==> src/rtl/findmax_seq.sv <==
// Read sequencer for the find-max datapath: issues n sequential memory reads and
// tags each returning sample with valid/first/last, aligned to the memory read latency.
module findmax_seq #(
    parameter int ADDR_W = 8,
    parameter int N_W    = 8,
    parameter int RD_LAT = 1
) (
    input  logic              clk,
    input  logic              reset,
    input  logic              start,
    input  logic [15:0]       start_addr,
    input  logic [N_W-1:0]    n,
    output logic [ADDR_W-1:0] mem_addr,
    output logic              mem_en,
    output logic              data_valid,
    output logic              data_first,
    output logic              data_last,
    output logic              busy,
    output logic              done
);

    typedef enum logic [1:0] {IDLE, ISSUE, DRAIN, DONE} state_t;

    localparam logic [ADDR_W-1:0] ADDR_ONE = ADDR_W'(1);
    localparam logic [N_W:0]      CNT_ONE  = (N_W + 1)'(1);
    localparam logic [N_W-1:0]    N_ONE    = N_W'(1);

    state_t            state;
    logic [N_W:0]      cnt;
    logic [N_W:0]      next_cnt;
    logic [N_W-1:0]    n_lat;
    logic              first_p0;
    logic              last_p0;
    logic [RD_LAT-1:0] vld_p;
    logic [RD_LAT-1:0] first_p;
    logic [RD_LAT-1:0] last_p;

    function automatic logic [ADDR_W-1:0] addr_inc(input logic [ADDR_W-1:0] a);
        return a + ADDR_ONE;
    endfunction

    generate
        if (ADDR_W < 16) begin : g_addr_unused
            logic unused_addr_bits;
            assign unused_addr_bits = ^start_addr[15:ADDR_W];
        end
    endgenerate

    // cnt counts elements already issued; one extra bit keeps n = 2^N_W-1 exact
    assign next_cnt = cnt + CNT_ONE;

    // Stage p0: issue control, address generation and first/last tags
    always_ff @(posedge clk) begin
        if (reset) begin
            state    <= IDLE;
            cnt      <= '0;
            n_lat    <= '0;
            mem_addr <= '0;
            mem_en   <= 1'b0;
            first_p0 <= 1'b0;
            last_p0  <= 1'b0;
            busy     <= 1'b0;
            done     <= 1'b0;
        end else begin
            case (state)
                IDLE: begin
                    mem_en <= 1'b0;
                    done   <= 1'b0;
                    if (start) begin
                        n_lat <= n;
                        busy  <= 1'b1;
                        if (n == '0) begin
                            state <= DONE;
                            done  <= 1'b1;
                        end else begin
                            state    <= ISSUE;
                            mem_en   <= 1'b1;
                            mem_addr <= start_addr[ADDR_W-1:0];
                            cnt      <= CNT_ONE;
                            first_p0 <= 1'b1;
                            last_p0  <= (n == N_ONE);
                        end
                    end
                end
                ISSUE: begin
                    first_p0 <= 1'b0;
                    if (cnt == {1'b0, n_lat}) begin
                        state   <= DRAIN;
                        mem_en  <= 1'b0;
                        last_p0 <= 1'b0;
                    end else begin
                        mem_en   <= 1'b1;
                        mem_addr <= addr_inc(mem_addr);
                        cnt      <= next_cnt;
                        last_p0  <= (next_cnt == {1'b0, n_lat});
                    end
                end
                DRAIN: begin
                    if (data_valid && data_last) begin
                        state <= DONE;
                        done  <= 1'b1;
                    end
                end
                DONE: begin
                    state <= IDLE;
                    done  <= 1'b0;
                    busy  <= 1'b0;
                    cnt   <= '0;
                end
                default: state <= IDLE;
            endcase
        end
    end

    // Stage p1..pRD_LAT: sample tags follow mem_en through the read latency
    always_ff @(posedge clk) begin
        if (reset) begin
            vld_p   <= '0;
            first_p <= '0;
            last_p  <= '0;
        end else begin
            vld_p[0]   <= mem_en;
            first_p[0] <= mem_en & first_p0;
            last_p[0]  <= mem_en & last_p0;
            for (int i = 1; i < RD_LAT; i++) begin
                vld_p[i]   <= vld_p[i-1];
                first_p[i] <= first_p[i-1];
                last_p[i]  <= last_p[i-1];
            end
        end
    end

    assign data_valid = vld_p[RD_LAT-1];
    assign data_first = first_p[RD_LAT-1];
    assign data_last  = last_p[RD_LAT-1];

endmodule

==> config.mk <==
export PLATFORM = sky130hd
export DESIGN_NAME = findmax_seq
export DESIGN_NICKNAME = d
export VERILOG_FILES = /design/src/rtl/findmax_seq.sv
export SDC_FILE = /design/constraint.sdc
export NUM_CORES = 1
export LEC_CHECK = 0
export BUFFER_PORTS_ARGS = -buffer_cell sky130_fd_sc_hd__buf_4
export CORE_MARGIN = 4
export CORE_UTILIZATION = 45
export CTS_CLUSTER_SIZE = 25
export DETAILED_ROUTE_END_ITERATION = 6
export PLACE_DENSITY = 0.7
export SLEW_MARGIN = 25
export SYNTH_ARGS = -nofsm -noshare
export SYNTH_HDL_FRONTEND = slang
export SYNTH_SLANG_ARGS = --single-unit
==> constraint.sdc <==
create_clock -name clk -period 3.2 [get_ports clk]
set_input_delay 0.16 -clock clk [delete_from_list [all_inputs] [get_ports clk]]
set_output_delay 0.16 -clock clk [all_outputs]
set_load 0.005 [all_outputs]
==> out/metrics.yaml, run 1 <==
pwr-share-comb_pct: 48.5
cap_violations: 0
drive_gt1_share_pct: 15.7
area_growth_pct: 15.1
critPathRequiredTime_ns: 3.42
yosys.area_share.simple_pct: 31.0
power.internal_uw: 1040
end_kind: "register"
synth_flop_cell: "dfxtp_1"
die_area_um2: 6230
synth_top_area_cell: "dfxtp_1"
post-route-util_pct: 54.4
drt-initial-drc-count: 255
ys_types: 57
synth-async-reset-ratio_pct: 0
num_antenna_cells: 0
antenna_found_initial: 0
ys_seq_area_share_pct: 31.0
cts_sinks: 35
synth_xor_area_share_pct: 4.26
tightestPinTransition_ns: 0.747
wl_mm: 5.84
worst_ep_arrival_time_ns: 2.60
clkLatencyLatePin_ns: 0.29
switching_share_pct: 43.7
worstRegToRegCells: 6
final_cell_mix: "39 x nand2_1, 35 x dfxtp_1, 35 x buf_4"
timing.rr.start: "state[1]"
num_vias: 2233
cts_tree: "done"
grt.overflow.total: 0
cts_resized: 0
yosys.area.top_type_share_pct: 31.0
timing.fmax_mhz: 420
leakagePower_uw: 0.00101
ios: 41
critPathKind: "register to register"
clock_path_buffers: 2
synth_top_family_by_area: "simple AND/OR/NAND/NOR gates"
synth_cells: 285
r2r_slack_ns: 0.82
nNetsFinal: 345
cts_root_buf: "clkbuf_8"
r2r_end: "mem_addr[0]"
final_common_cell: "nand2_1"
fin_skew_ns: 0.00812
muxShareOfSynthArea_pct: 2.65
cts_buffers: 5
track_usage_pct: 19.2
hold_slack_ns: 0.121
power_density_nw_per_um2: 707
cts_setup_buffers: 0
finalHoldViolCount: 0
ir_worst_vdd_mv: 0.473
die_x_um: 78.9
report.final.setup_viol: 0
synth_nets: 319
power_switching_uw: 805
synth_area_um2: 2260
synth_area_per_cell_um2: 7.94
synth_enable_flop_cells: 0
setup_slack_ns: 0.821
rsz0062_at_grt: "no"
final_antenna_net_count: 0
holdPathStages: 3
seq_power_share_pct: 33.7
maxSlewViolCount: 0
slew_headroom_pct: 49.8
period_minus_slack_ns: 2.38
dpl_worst_slack_ns: 0.850
crit_fanout: 12
grt_max_degree: 39
min_path_type: "primary input to register"
vias_per_cell: 5.89
power.share.clock_pct: 17.8
hp-start: "n[4]"
core_region_area_um2: 4790
yosysWarnings: 0
dpl.hpwl_mm: 4.20
cts_hold_buf: 0
io_buffers: 32
final.period_utilization_pct: 74.3
start_util_pct: 47.3
outcome: "complete, no violations"
die_y_um: 78.9
startpoint_type: "register"
synth_compound_area_share_pct: 22.3
clkTransAtPathRegs_ns: 0.08
synth_area_leaders: "dfxtp_1 31%, nand2_1 6.5%, a21oi_1 5.5%"
place.gp.congestion: 0.880
num_rows: 25
ys_seq_elements: 35
holdPathEnd: "n_lat[4]"
fin_setup_tns_ns: 0
grt_pass1_wl_mm: 9.63
synthAdderAreaFrac_pct: 3.87
wl_per_cell_um: 15.4
cts_max_level: 2
grt_pass1_vias: 2038
drtPass1Iterations: 5
drc: 0
-- per-stage QoR --
stage | power (uW) | instance area (um2) | std cells
floorplan | 1270 | 2260 | 285
global placement | 1490 | 2520 | 371
detailed placement | 1510 | 2520 | 371
CTS | 1840 | 2600 | 379
global route | 1970 | 2600 | 379
finish | 1840 | 2600 | 379
-- logic make-up (layout without fill, tap and decap cells) --
kind of cell | Yosys count | in the layout
DFF | 35 | 35
xor gates and xnor gates | 11 | 11
muxes | 6 | 6
and+or+nand+nor | 128 | 128
AOI/OAI and AO/OA | 76 | 76
adders and majority gates | 7 | 7
buffers and inverters | 22 | 49
-- worst max-delay path, stage by stage, from the launching register on --
cell	delay, ns
dfxtp_1	0.33
inv_1	0.16
ha_1	0.47
inv_1	0.25
nor4_2	0.73
o21ai_1	0.17
a31oi_1	0.19
-- worst max-delay path by stage --
stage	from	endpoint	slack, ns	cells after the start
after floorplan	state[1]	last_p0	1.08	10
after global placement	state[1]	last_p0	0.87	6
after detailed placement	state[1]	mem_addr[0]	0.85	6
after CTS	state[1]	mem_addr[0]	0.83	6
after global routing	state[1]	mem_addr[0]	0.64	6
final	state[1]	mem_addr[0]	0.82	6
-- sequential cells by signal (all words and copies together) (netlist names) --
name and count:
state 2, first_p0 1, last_p0 1, done 1, cnt 9, data_first 1, mem_addr 8, n_lat 8
data_last 1, busy 1, data_valid 1, mem_en 1
-- per-layer routing --
metal / global-route usage (%) / vias to the layer above / share of wire [%]
met1: 25.7 / 1044 / 46
met3: 3.85 / 7 / 5.6
met4: 6.53 / 0 / 0.75
li1: - / 1102 / -
met2: 30.9 / 80 / 48
met5: 0 / - / 0
-- final cells by class --
cell class	instances	area, um2
clock buffers	6	72.6
inverters	6	22.5
clock inverters	2	12.5
flip-flops and latches	35	701
fillers	474	2180
repair buffers	35	263
well taps	67	83.8
multi-input cells	228	1450
-- power by group through the flow --
stage / Clock (uW) / Combinational (uW) / Sequential (uW)
detailed placement: 0 / 884 / 628
global route: 349 / 985 / 636
floorplan: 0 / 671 / 599
CTS: 330 / 887 / 619
global placement: 0 / 868 / 625
finish: 328 / 892 / 620
-- synthesized netlist by cell type (7+ instances only) --
library cell	number
nand2_1	39
nor2_1	16
a31oi_1	10
xnor2_1	8
o21ai_0	10
nand3_1	9
ha_1	7
nor2b_1	8
nand4_1	8
dfxtp_1	35
clkbuf_1	7
a21oi_1	25
(Power assumes the default switching activity.)
==> run 2, diff against run 1 <==
--- a/config.mk
+++ b/config.mk
@@ -5,6 +5,7 @@
 export SDC_FILE = /design/constraint.sdc
 export NUM_CORES = 1
 export LEC_CHECK = 0
+export ABC_AREA = 1
 export BUFFER_PORTS_ARGS = -buffer_cell sky130_fd_sc_hd__buf_4
 export CORE_MARGIN = 4
 export CORE_UTILIZATION = 45
==> constraint.sdc (replaced) <==
create_clock -name clk -period 2.5 [get_ports clk]
set_input_delay 0.125 -clock clk [delete_from_list [all_inputs] [get_ports clk]]
set_output_delay 0.125 -clock clk [all_outputs]
set_load 0.005 [all_outputs]
==> run 2 against run 1 <==
  * Clock skew up 0.0031 ns
  * Fmax rose by 21%
  * Setup slack worse by 0.28 ns
  * Cell count increased by 6.3%
  * Via count down 8.8%
  * Design area is 6.4% lower
  * Clock power up 60%
  * Core utilization up 1.2 points
==> out/metrics.yaml, run 2 <==
cts_tree: "done"
ys_types: 34  # -40%
die_area_um2: 5720  # -8.1%
maxSlewViolCount: 0  # unchanged
critPathKind: "register to register"
worst_ep_arrival_time_ns: 2.18  # -0.42 ns
end_kind: "register"
grt_max_degree: 23  # -41%
num_rows: 24  # -4.0%
final_cell_mix: "91 x nand2_1, 46 x nor2_1, 35 x dfxtp_1"
ys_seq_elements: 35  # unchanged
place.gp.congestion: 0.838  # -4.7%
vias_per_cell: 5.05  # -14%
power.internal_uw: 1490  # +44%
yosys.area.top_type_share_pct: 34.0  # +3.0 points
start_util_pct: 47.0  # -0.29 points
drtPass1Iterations: 4  # -1
antenna_found_initial: 0  # unchanged
period_minus_slack_ns: 1.96  # -0.415 ns
synth_most_common_cell: "nand2_1"
finalHoldViolCount: 0  # unchanged
wl_per_cell_um: 12.4  # -20%
synth_area_per_cell_um2: 6.46  # -19%
drc: 0  # unchanged
ys_seq_area_share_pct: 34.0  # +3.0 points
clkTransAtPathRegs_ns: 0.08  # about the same
synth_cells: 319  # +12%
fin_setup_tns_ns: 0  # unchanged
pwr-share-comb_pct: 47.9  # -0.6 points
io_buffers: 32  # unchanged
synth_top_area_cell: "dfxtp_1"
dpl_worst_slack_ns: 0.614  # -0.237 ns
synth_flop_cell: "dfxtp_1"
die_x_um: 75.7  # -4.1%
wl_mm: 4.99  # -15%
cts_resized: 0  # unchanged
crit_buf_inv: 3  # +1
core_region_area_um2: 4380  # -8.4%
post-route-util_pct: 55.6  # +1.2 points
tightestPinTransition_ns: 0.605  # -0.142 ns
synth_area_leaders: "dfxtp_1 34%, nand2_1 17%, nor2_1 8.4%"
fin_cells: 403  # +6.3%
die_y_um: 75.7  # -4.1%
synth-async-reset-ratio_pct: 0  # unchanged
setup_slack_ns: 0.536  # -0.285 ns
startpoint_type: "register"
final.period_utilization_pct: 78.6  # +4.2 points
power_switching_uw: 1160  # +44%
cts_setup_buffers: 0  # unchanged
cts_sinks: 35  # unchanged
synth_enable_flop_cells: 0  # unchanged
seq_power_share_pct: 32.3  # -1.4 points
synth_nets: 353  # +11%
regMostFlops: "cnt"
cap_violations: 0  # unchanged
drt-initial-drc-count: 186  # -27%
cts_root_buf: "clkbuf_8"
synth_commonest_cells: "91 x nand2_1, 46 x nor2_1, 35 x dfxtp_1, 27 x a21oi_1, 26 x o21ai_0"
crit_fanout: 10  # -2
path_cells: "inv_1 > ha_1 > inv_1 > or2_1 > nand2_1 > nor2_1 > nand2_2 > inv_2 > nand2_1 > a21oi_1"
fill_cells: 455  # -4.0%
cts_buffers: 5  # unchanged
clock_path_buffers: 2  # unchanged
grt_pass1_wl_mm: 8.43  # -12%
dp_cells: 395  # +6.5%
path_delay_family: "simple AND/OR/NAND/NOR gates"
critPathRequiredTime_ns: 2.71  # -0.71 ns
top_regs: "cnt (9), mem_addr (8), n_lat (8)"
largest_reg_flops: 9  # unchanged
critPathSlowestCell: "dfxtp_1"
leakagePower_uw: 0.00111  # +11%
min_path_type: "primary input to register"
slew_headroom_pct: 59.6  # +9.8 points
track_usage_pct: 19.4  # +0.16 points
crit_path_max_incr_delay_ns: 0.39  # -0.34 ns
num_vias: 2037  # -8.8%
dpl.hpwl_mm: 3.68  # -12%
drive_gt1_share_pct: 16.2  # +0.53 points
yosysWarnings: 0  # unchanged
num_antenna_cells: 0  # unchanged
power.share.clock_pct: 19.8  # +2.0 points
ir_worst_vdd_mv: 0.672  # +42%
rsz0062_at_grt: "no"
nNetsFinal: 384  # +11%
clkLatencyLatePin_ns: 0.30  # about the same
cts_hold_buf: 0  # unchanged
fin_skew_ns: 0.0112  # +0.00312 ns
area_growth_pct: 18.3
grt.overflow.total: 0  # unchanged
report.final.setup_viol: 0  # unchanged
final_antenna_net_count: 0  # unchanged
cts_max_level: 2  # unchanged
synth_area_um2: 2060  # -9.0%
outcome: "complete, no violations"
switching_share_pct: 43.8  # +0.062 points
grt_pass1_vias: 1885  # -7.5%
ios: 41  # unchanged
hold_slack_ns: 0.121  # +0.000526 ns
power_density_nw_per_um2: 1090  # +54%
final_common_cell: "nand2_1"
timing.fmax_mhz: 509  # +21%
[run 2: cell count changes after synthesis, moves of 6 or more]
| cell | change |
|---|---|
| o21ai_0 | +16 |
| a31oi_1 | -8 |
| nor2b_1 | -8 |
| nand2_1 | +52 |
| inv_1 | +19 |
| mux2i_1 | -6 |
| nand4_1 | -7 |
| nand3_1 | +9 |
| nor2_1 | +30 |
[run 2: cell type report]
type                            instances  area, um2  share of cell area (%)
Multi-Input combinational cell        244       1190                    48.9
Tap cell                               52       65.1                    2.67
Clock buffer                            5       68.8                    2.82
Sequential cell                        35        701                    28.7
Inverter                               31        119                    4.88
Timing Repair Buffer                   33        248                    10.2
Clock inverter                          3       43.8                    1.80
[run 2: worst paths after layout]
kind                       to  cells past startpoint  slack (ns)     start
hold reg to reg    data_first                      2        0.44  first_p0
hold / removal      data_last                      2        0.12     reset
setup reg to reg  mem_addr[3]                     10        0.54  state[0]
setup / recovery  mem_addr[3]                     10        0.54  state[0]
[run 2: power by group through the flow]
| stage | Combinational [uW] | Sequential (uW) | Clock [uW] |
|---|---|---|---|
| global route | 1460 | 882 | 555 |
| global placement | 1240 | 865 | 0 |
| CTS | 1270 | 854 | 541 |
| detailed placement | 1270 | 866 | 0 |
| finish | 1270 | 855 | 524 |
| floorplan | 923 | 839 | 0 |
[run 2: logic make-up (layout without fill, tap and decap cells)]
logic type,after synthesis,after routing,synth area share [%]
compound gates,60,60,15.0
xor+xnor,6,6,2.55
fa+ha+maj,7,7,4.25
buf+inv,40,72,8.08
flops,35,35,34.0
simple gates,171,171,36.1
[run 2: per-layer routing]
metal	share of wire, %	GRT usage (%)	wire length [um]	vias to the layer above
met5	0	0	0	-
met4	1.9	6.60	96	0
met3	3.3	3.83	167	7
met2	49	31.9	2430	32
met1	46	25.3	2290	911
li1	-	-	-	1087
[run 2: metrics by stage]
stage	power, uW	cell area [um2]
2_1_floorplan	1760	2060
3_3_place_gp	2110	2320
3_5_place_dp	2130	2320
4_1_cts	2670	2440
5_1_grt	2890	2440
6_report	2650	2440
[run 2: worst reg2reg max path: stages (launching register included)]
cell	delay [ns]
dfxtp_1	0.39
inv_1	0.11
ha_1	0.26
inv_1	0.09
or2_1	0.18
nand2_1	0.09
nor2_1	0.20
nand2_2	0.19
inv_2	0.16
nand2_1	0.06
a21oi_1	0.16
